==> config.mk <==
export PLATFORM = sky130hd
export DESIGN_NAME = pc_gen
export DESIGN_NICKNAME = d
export VERILOG_FILES = /design/src/rtl/cpu_pkg.sv /design/src/rtl/pc_ras.sv /design/src/rtl/pc_gen.sv
export SDC_FILE = /design/constraint.sdc
export NUM_CORES = 1
export LEC_CHECK = 0
export BUFFER_PORTS_ARGS = -buffer_cell sky130_fd_sc_hd__buf_2
export CORE_UTILIZATION = 25
export DETAILED_ROUTE_END_ITERATION = 16
export GPL_TIMING_DRIVEN = 0
export SETUP_SLACK_MARGIN = 0.3
export SLEW_MARGIN = 40
export SYNTH_ARGS = -nofsm -noshare
export SYNTH_HDL_FRONTEND = slang
export SYNTH_SLANG_ARGS = --single-unit
==> constraint.sdc <==
create_clock -name pc_clk -period 8.3 [get_ports pc_clk]
set_clock_uncertainty 0.2 [all_clocks]
set_input_delay 0.415 -clock pc_clk [delete_from_list [all_inputs] [get_ports pc_clk]]
set_output_delay 0.415 -clock pc_clk [all_outputs]
set_load 0.005 [all_outputs]
==> src/rtl/cpu_pkg.sv <==
// Shared CPU fetch definitions: PC generator states, next-PC source codes
// and default reset/exception vector addresses.
package cpu_pkg;

    typedef enum logic [1:0] {
        ST_BOOT,
        ST_RUN,
        ST_EXC,
        ST_HALT
    } pc_state_e;

    typedef enum logic [2:0] {
        SRC_SEQ,
        SRC_BR,
        SRC_JMP,
        SRC_JR,
        SRC_RAS,
        SRC_EXCV,
        SRC_EPC,
        SRC_HOLD
    } pc_src_e;

    localparam logic [31:0] DEF_RESET_VEC = 32'h0040_0000;
    localparam logic [31:0] DEF_EXC_VEC   = 32'h0040_0180;

endpackage

==> src/rtl/pc_ras.sv <==
// Circular return-address stack; a push when full overwrites the oldest entry.
// Ports: i_clk (falling-edge), i_rst (sync, active-high), i_push, i_pop,
//        i_data (link to push), o_top, o_count, o_empty, o_full.
module pc_ras
    import cpu_pkg::*;
#(
    parameter int ADDR_W    = 32,
    parameter int RAS_DEPTH = 4
) (
    input  logic                           i_clk,
    input  logic                           i_rst,
    input  logic                           i_push,
    input  logic                           i_pop,
    input  logic [ADDR_W-1:0]              i_data,
    output logic [ADDR_W-1:0]              o_top,
    output logic [$clog2(RAS_DEPTH+1)-1:0] o_count,
    output logic                           o_empty,
    output logic                           o_full
);

    localparam int PW = $clog2(RAS_DEPTH);
    localparam int CW = $clog2(RAS_DEPTH + 1);

    logic [ADDR_W-1:0] r_mem [RAS_DEPTH];
    logic [PW-1:0]     r_ptr;
    logic [CW-1:0]     r_cnt;
    logic [PW-1:0]     w_top_idx;
    logic              w_pop;

    // r_ptr is the next free slot; the top sits just below it.
    assign w_top_idx = r_ptr - PW'(1);
    assign o_top     = r_mem[w_top_idx];
    assign o_count   = r_cnt;
    assign o_empty   = (r_cnt == '0);
    assign o_full    = (r_cnt == CW'(RAS_DEPTH));
    assign w_pop     = i_pop & ~o_empty;

    always_ff @(negedge i_clk) begin
        if (i_rst) begin
            r_ptr <= '0;
            r_cnt <= '0;
        end else if (i_push && w_pop) begin
            // Pop-then-push: depth unchanged, top replaced in place.
            r_mem[w_top_idx] <= i_data;
        end else if (i_push) begin
            r_mem[r_ptr] <= i_data;
            r_ptr        <= r_ptr + PW'(1);
            if (!o_full) begin
                r_cnt <= r_cnt + CW'(1);
            end
        end else if (w_pop) begin
            r_ptr <= w_top_idx;
            r_cnt <= r_cnt - CW'(1);
        end
    end

endmodule

==> src/rtl/pc_gen.sv <==
// Program-counter generator: next-PC selection, boot/run/handler/halt FSM,
// EPC and return-address stack. All state changes on the falling pc_clk edge.
// Ports: pc_clk, rst_n (sync, active-high), pc_ena, stall, br_taken/br_target,
//        jmp/jmp_target, jr/jr_target, call, ret, exc_req, eret, halt_req,
//        resume -> pc_addr_out, pc_valid, epc_out, in_exc, misalign, ras_miss.
module pc_gen
    import cpu_pkg::*;
#(
    parameter int                ADDR_W     = 32,
    parameter logic [ADDR_W-1:0] RESET_VEC  = ADDR_W'(DEF_RESET_VEC),
    parameter logic [ADDR_W-1:0] EXC_VEC    = ADDR_W'(DEF_EXC_VEC),
    parameter int                INST_BYTES = 4,
    parameter int                RAS_DEPTH  = 4
) (
    input  logic              pc_clk,
    input  logic              rst_n,
    input  logic              pc_ena,
    input  logic              stall,
    input  logic              br_taken,
    input  logic [ADDR_W-1:0] br_target,
    input  logic              jmp,
    input  logic [ADDR_W-1:0] jmp_target,
    input  logic              jr,
    input  logic [ADDR_W-1:0] jr_target,
    input  logic              call,
    input  logic              ret,
    input  logic              exc_req,
    input  logic              eret,
    input  logic              halt_req,
    input  logic              resume,
    output logic [ADDR_W-1:0] pc_addr_out,
    output logic              pc_valid,
    output logic [ADDR_W-1:0] epc_out,
    output logic              in_exc,
    output logic              misalign,
    output logic              ras_miss
);

    localparam logic [ADDR_W-1:0] STEP  = ADDR_W'(INST_BYTES);
    localparam logic [ADDR_W-1:0] AMASK = ADDR_W'(INST_BYTES - 1);
    localparam int                CW    = $clog2(RAS_DEPTH + 1);

    pc_state_e         r_state;
    pc_state_e         w_state_nxt;
    logic [ADDR_W-1:0] r_pc;
    logic [ADDR_W-1:0] r_epc;
    logic              r_misalign;
    logic              r_ras_miss;

    logic [ADDR_W-1:0] w_seq;
    logic [ADDR_W-1:0] w_tgt;
    logic [ADDR_W-1:0] w_pc_nxt;
    pc_src_e           w_sel;
    pc_src_e           w_src;
    logic              w_redir;
    logic              w_chk;
    logic              w_miss_sel;
    logic              w_bad;
    logic              w_epc_we;
    logic              w_push;
    logic              w_pop;
    logic              w_mis;
    logic              w_miss;

    logic [ADDR_W-1:0] w_ras_top;
    logic [CW-1:0]     w_ras_cnt_unused;
    logic              w_ras_empty;
    logic              w_ras_full_unused;

    pc_ras #(
        .ADDR_W    (ADDR_W),
        .RAS_DEPTH (RAS_DEPTH)
    ) u_ras (
        .i_clk   (pc_clk),
        .i_rst   (rst_n),
        .i_push  (w_push & pc_ena),
        .i_pop   (w_pop & pc_ena),
        .i_data  (w_seq),
        .o_top   (w_ras_top),
        .o_count (w_ras_cnt_unused),
        .o_empty (w_ras_empty),
        .o_full  (w_ras_full_unused)
    );

    assign w_seq   = r_pc + STEP;
    assign w_redir = br_taken | jmp | jr | ret;

    // Redirect target by priority; a ret on an empty stack falls back to
    // jr_target and is alignment-checked like a jr.
    always_comb begin
        w_sel      = SRC_SEQ;
        w_tgt      = w_seq;
        w_chk      = 1'b0;
        w_miss_sel = 1'b0;
        if (br_taken) begin
            w_sel = SRC_BR;
            w_tgt = br_target;
            w_chk = 1'b1;
        end else if (jmp) begin
            w_sel = SRC_JMP;
            w_tgt = jmp_target;
            w_chk = 1'b1;
        end else if (jr) begin
            w_sel = SRC_JR;
            w_tgt = jr_target;
            w_chk = 1'b1;
        end else if (ret && !w_ras_empty) begin
            w_sel = SRC_RAS;
            w_tgt = w_ras_top;
        end else if (ret) begin
            w_sel      = SRC_JR;
            w_tgt      = jr_target;
            w_chk      = 1'b1;
            w_miss_sel = 1'b1;
        end
    end

    assign w_bad = w_chk & ((w_tgt & AMASK) != '0);

    always_comb begin
        w_state_nxt = r_state;
        w_src       = SRC_HOLD;
        w_epc_we    = 1'b0;
        w_push      = 1'b0;
        w_pop       = 1'b0;
        w_mis       = 1'b0;
        w_miss      = 1'b0;
        unique case (r_state)
            ST_BOOT: begin
                w_state_nxt = ST_RUN;
                w_src       = SRC_SEQ;
            end
            ST_HALT: begin
                if (exc_req) begin
                    w_state_nxt = ST_EXC;
                    w_src       = SRC_EXCV;
                    w_epc_we    = 1'b1;
                end else if (resume && !halt_req) begin
                    w_state_nxt = ST_RUN;
                end
            end
            default: begin
                if (r_state == ST_RUN && exc_req) begin
                    w_state_nxt = ST_EXC;
                    w_src       = SRC_EXCV;
                    w_epc_we    = 1'b1;
                end else if (r_state == ST_EXC && eret) begin
                    w_state_nxt = ST_RUN;
                    w_src       = SRC_EPC;
                end else if (halt_req) begin
                    w_state_nxt = ST_HALT;
                end else if (stall) begin
                    w_src = SRC_HOLD;
                end else if (w_redir) begin
                    w_miss = w_miss_sel;
                    if (w_bad) begin
                        // Trap: target dropped, no push; nested
                        // traps keep the original EPC.
                        w_mis = 1'b1;
                        w_src = SRC_EXCV;
                        if (r_state == ST_RUN) begin
                            w_state_nxt = ST_EXC;
                            w_epc_we    = 1'b1;
                        end
                    end else begin
                        w_src  = w_sel;
                        w_pop  = (w_sel == SRC_RAS);
                        w_push = call & ((w_sel == SRC_JMP) |
                                         (w_sel == SRC_JR) |
                                         (w_sel == SRC_RAS));
                    end
                end else begin
                    w_src = SRC_SEQ;
                end
            end
        endcase
    end

    always_comb begin
        w_pc_nxt = r_pc;
        unique case (w_src)
            SRC_SEQ:  w_pc_nxt = w_seq;
            SRC_BR,
            SRC_JMP,
            SRC_JR,
            SRC_RAS:  w_pc_nxt = w_tgt;
            SRC_EXCV: w_pc_nxt = EXC_VEC;
            SRC_EPC:  w_pc_nxt = r_epc;
            default:  w_pc_nxt = r_pc;
        endcase
    end

    always_ff @(negedge pc_clk) begin
        if (rst_n) begin
            r_state    <= ST_BOOT;
            r_pc       <= RESET_VEC;
            r_epc      <= '0;
            r_misalign <= 1'b0;
            r_ras_miss <= 1'b0;
        end else if (pc_ena) begin
            r_state    <= w_state_nxt;
            r_pc       <= w_pc_nxt;
            r_misalign <= w_mis;
            r_ras_miss <= w_miss;
            if (w_epc_we) begin
                r_epc <= r_pc;
            end
        end else begin
            r_misalign <= 1'b0;
            r_ras_miss <= 1'b0;
        end
    end

    assign pc_addr_out = r_pc;
    assign epc_out     = r_epc;
    assign pc_valid    = (r_state == ST_RUN) | (r_state == ST_EXC);
    assign in_exc      = (r_state == ST_EXC);
    assign misalign    = r_misalign;
    assign ras_miss    = r_ras_miss;

endmodule

==> qor.csv <==
metric;value;unit
timing.max_cap.violations;0;
crit_path_max_incr_delay;0.56;ns
post_synth_inst_count;963;
multi_input_comb_area;4690;sq um
ys_ff_latch;201;
power.density_cell_area;296;nW/um^2
die-width;205;um
start_util;25.6;%
pin_count_of_the_biggest_net_entering_global_routing;13;
clock_path_buffers;3;
timing.critical_path.cells;clkbuf_1, nor3b_1, or3_1, o211ai_1, nand2_1, and2_4, ha_4, or3_1, a211oi_4, buf_8, buf_6;
vdd_ir_drop_max;0.000155;V
post_drt_via_cell_ratio;5.24;
drive_gt1_share;23.2;%
drc;0;
async_flop_share;0;%
n_antenna_cell;0;
routed_wirelength;41100;um
crit_path_max_fanout;8;
layout.cell_area.non_filler;13800;sq um
core_area;40200;sq um
instances_no_fill;1924;
crit_path_start_kind;primary input;
finish.net_count;1499;
worst-setup-path-type;in2reg;
first_global_vias;10233;
dpl.cell_count;1679;
cts_inserted_buffers;25;
syn_nets;1081;
antenna_found_initial;1;
sequential_cell_area;5310;sq um
critPathArrivalTime;3.69;ns
layout_commonest_cell;inv_1;
synthesized_area_per_cell;10.7;sq um
hold_class;reg2reg;
io_buffer_count;173;
critPathSlowestCell;a211oi_4;
detail_route.iter0.violations;1046;
global_route_wire_length_before_repair;59500;um
area_growth;34.1;%
wl_met3;4660;um
report.final.setup_viol;0;
cts_max_level;1;
vias;10082;
ant_nets_after_route;0;
post-dp-hpwl;30600;um
rows;73;
cts.reportedPaths.clkPinSlew;0.03;ns
placed_cell_area;12100;sq um
critical_path.most_common_cell;or3_1;
chipHeight;205;um
timing.slew.headroom;42.1;%
cp.required;4.23;ns
clkLatencyLatePin;0.60;ns
maxUsedRoutingLayer;met4;
design.portCount;177;
yosysWarningCount;0;
place_congestion;0.920;
finalMaxSlewViolations;0;
routed-wl-met2;19100;um
p_leak;5.84;nW
first_pass_iters;5;
design.die.area;42000;sq um
fillers;4079;
top_library_cells_by_usage_in_the_layout_fill_and_taps_aside;inv_1 (226), buf_2 (190), nand2_1 (147), edfxtp_1 (128), dfxtp_1 (73);
critPathTopFamily;simple AND/OR/NAND/NOR gates;
synth.distinct_cells;76;
synth_seq_area_share;51.5;%
worstPathBufferInverterCount;3;
globalRoute.totalOverflow;0;
rsz0062_at_grt;false;
timing.final.hold_violations;0;
cts_tree;done;
clockRootBuffer;clkbuf_16;
syn_area;10300;sq um
m1WireLength;15900;um
synth_edf_count;128;
numClockSinks;201;
grt_usage;19.2;%
max_slew.worst_pin.slew;0.869;ns
status;finished, final reports clean;
cts_setup_buffers;0;
synth-main-ff-cell;edfxtp_1;
endpoint_kind;flop;
drt-wirelength-per-cell;21.4;um
==> per-layer routing <==
metal / up-vias / GRT usage, %
met2: 574 / 30.6
met1: 4883 / 22.8
met5: - / 0
met4: 0 / 9.44
li1: 4553 / -
met3: 72 / 6.92
==> tightest hold or removal path, delay by kind of cell, from the launching register on <==
kind,cells,cell delay (ns)
simple gates,1,0.05
flops,1,0.31
compound gates,1,0.05
==> state kept, by name, summed over array words and instances, names as in the netlist <==
signal         count
u_ras.r_mem      128
ras_miss           1
epc_out           32
misalign           1
r_state            2
u_ras.o_count      3
pc_addr_out       32
u_ras.r_ptr        2
==> path summary, 6_finish.rpt <==
check,end,from,cells after the start,slack (ns)
worst max-delay path,u_ras.r_mem[3][24],jmp,11,0.54
worst min-delay path,epc_out[18],epc_out[18],2,0.27
worst max register to register,u_ras.r_mem[3][24],u_ras.o_count[2],12,4.10
worst min register to register,epc_out[18],epc_out[18],2,0.27
==> what timing repair did <==
action	in CTS	in global routing
endpoints found under the setup margin	132	34
hold buffers	0	0
resized for setup	3	4
==> metrics by stage <==
stage	TNS, ns	worst slack, ns	power [mW]	util [%]	hold slack [ns]
2_1_floorplan	0	0.143	2.11	-	0.265
3_3_place_gp	-231.18	-1.98	2.57	29.7	0.255
3_5_place_dp	-82.67	-0.855	2.58	30.1	0.263
5_1_grt	0	0.345	4.30	34.4	0.292
6_report	0	0.543	4.08	34.4	0.267
4_1_cts	0	0.323	4.08	34.3	0.265
==> cell type report <==
cell class              count  share of cell area (%)
multi-input cells         663                    33.9
flip-flops and latches    201                    38.4
well taps                 525                    4.76
repair buffers            191                    7.49
clock inverters           221                    7.64
plain buffers              73                    2.52
clock buffers              25                    4.53
inverters                  25                   0.707
==> report_power, final <==
group / internal (mW) / switching, mW
combinational: 0.369 / 0.746
sequential: 1.22 / 0.128
clock: 0.903 / 0.712
==> synth_stat cells, types with 3 or more instances <==
library cell,n,area [sq um]
and3_1,10,62.6
edfxtp_1,128,3840
a31oi_1,5,31.3
a21oi_1,59,295
buf_4,4,30.0
xnor2_1,27,236
nand4_1,13,81.3
o31ai_1,12,90.1
or3_1,5,31.3
mux4_2,32,721
inv_1,22,82.6
a22o_1,7,61.3
nor4_1,5,31.3
o311ai_1,5,43.8
a221o_1,9,90.1
o211a_1,4,40.0
buf_2,17,85.1
dfxtp_1,73,1460
nand2_1,147,552
nand3_1,25,125
clkinv_1,3,11.3
nor3_1,9,45.0
buf_1,3,11.3
ha_1,8,100
and2_1,9,56.3
a221oi_1,30,263
o21ai_0,38,190
a211oi_1,26,195
a22oi_1,7,52.6
nand2b_1,6,37.5
nor2_1,58,218
and4_1,5,43.8
o221ai_1,6,52.6
o22ai_1,19,119
clkbuf_1,47,176
o21a_1,4,30.0
xor2_1,5,43.8
nor3b_1,3,22.5
or4_1,3,22.5
o211ai_1,14,105
nor2b_1,4,25.0
==> cells by family (layout without fill, tap and decap cells) <==
kind of cell | after synthesis | count (layout) | synth area share (%)
multiplexers | 33 | 33 | 7.11
XOR/XNOR | 32 | 32 | 2.72
buffers and inverters | 99 | 535 | 4.11
AO/OA/AOI/OAI | 279 | 279 | 19.5
flip-flops | 201 | 201 | 51.5
adder cells (fa/ha/maj) | 9 | 9 | 1.17
AND/OR/NAND/NOR | 310 | 310 | 13.9
(Power assumes the default switching activity.)
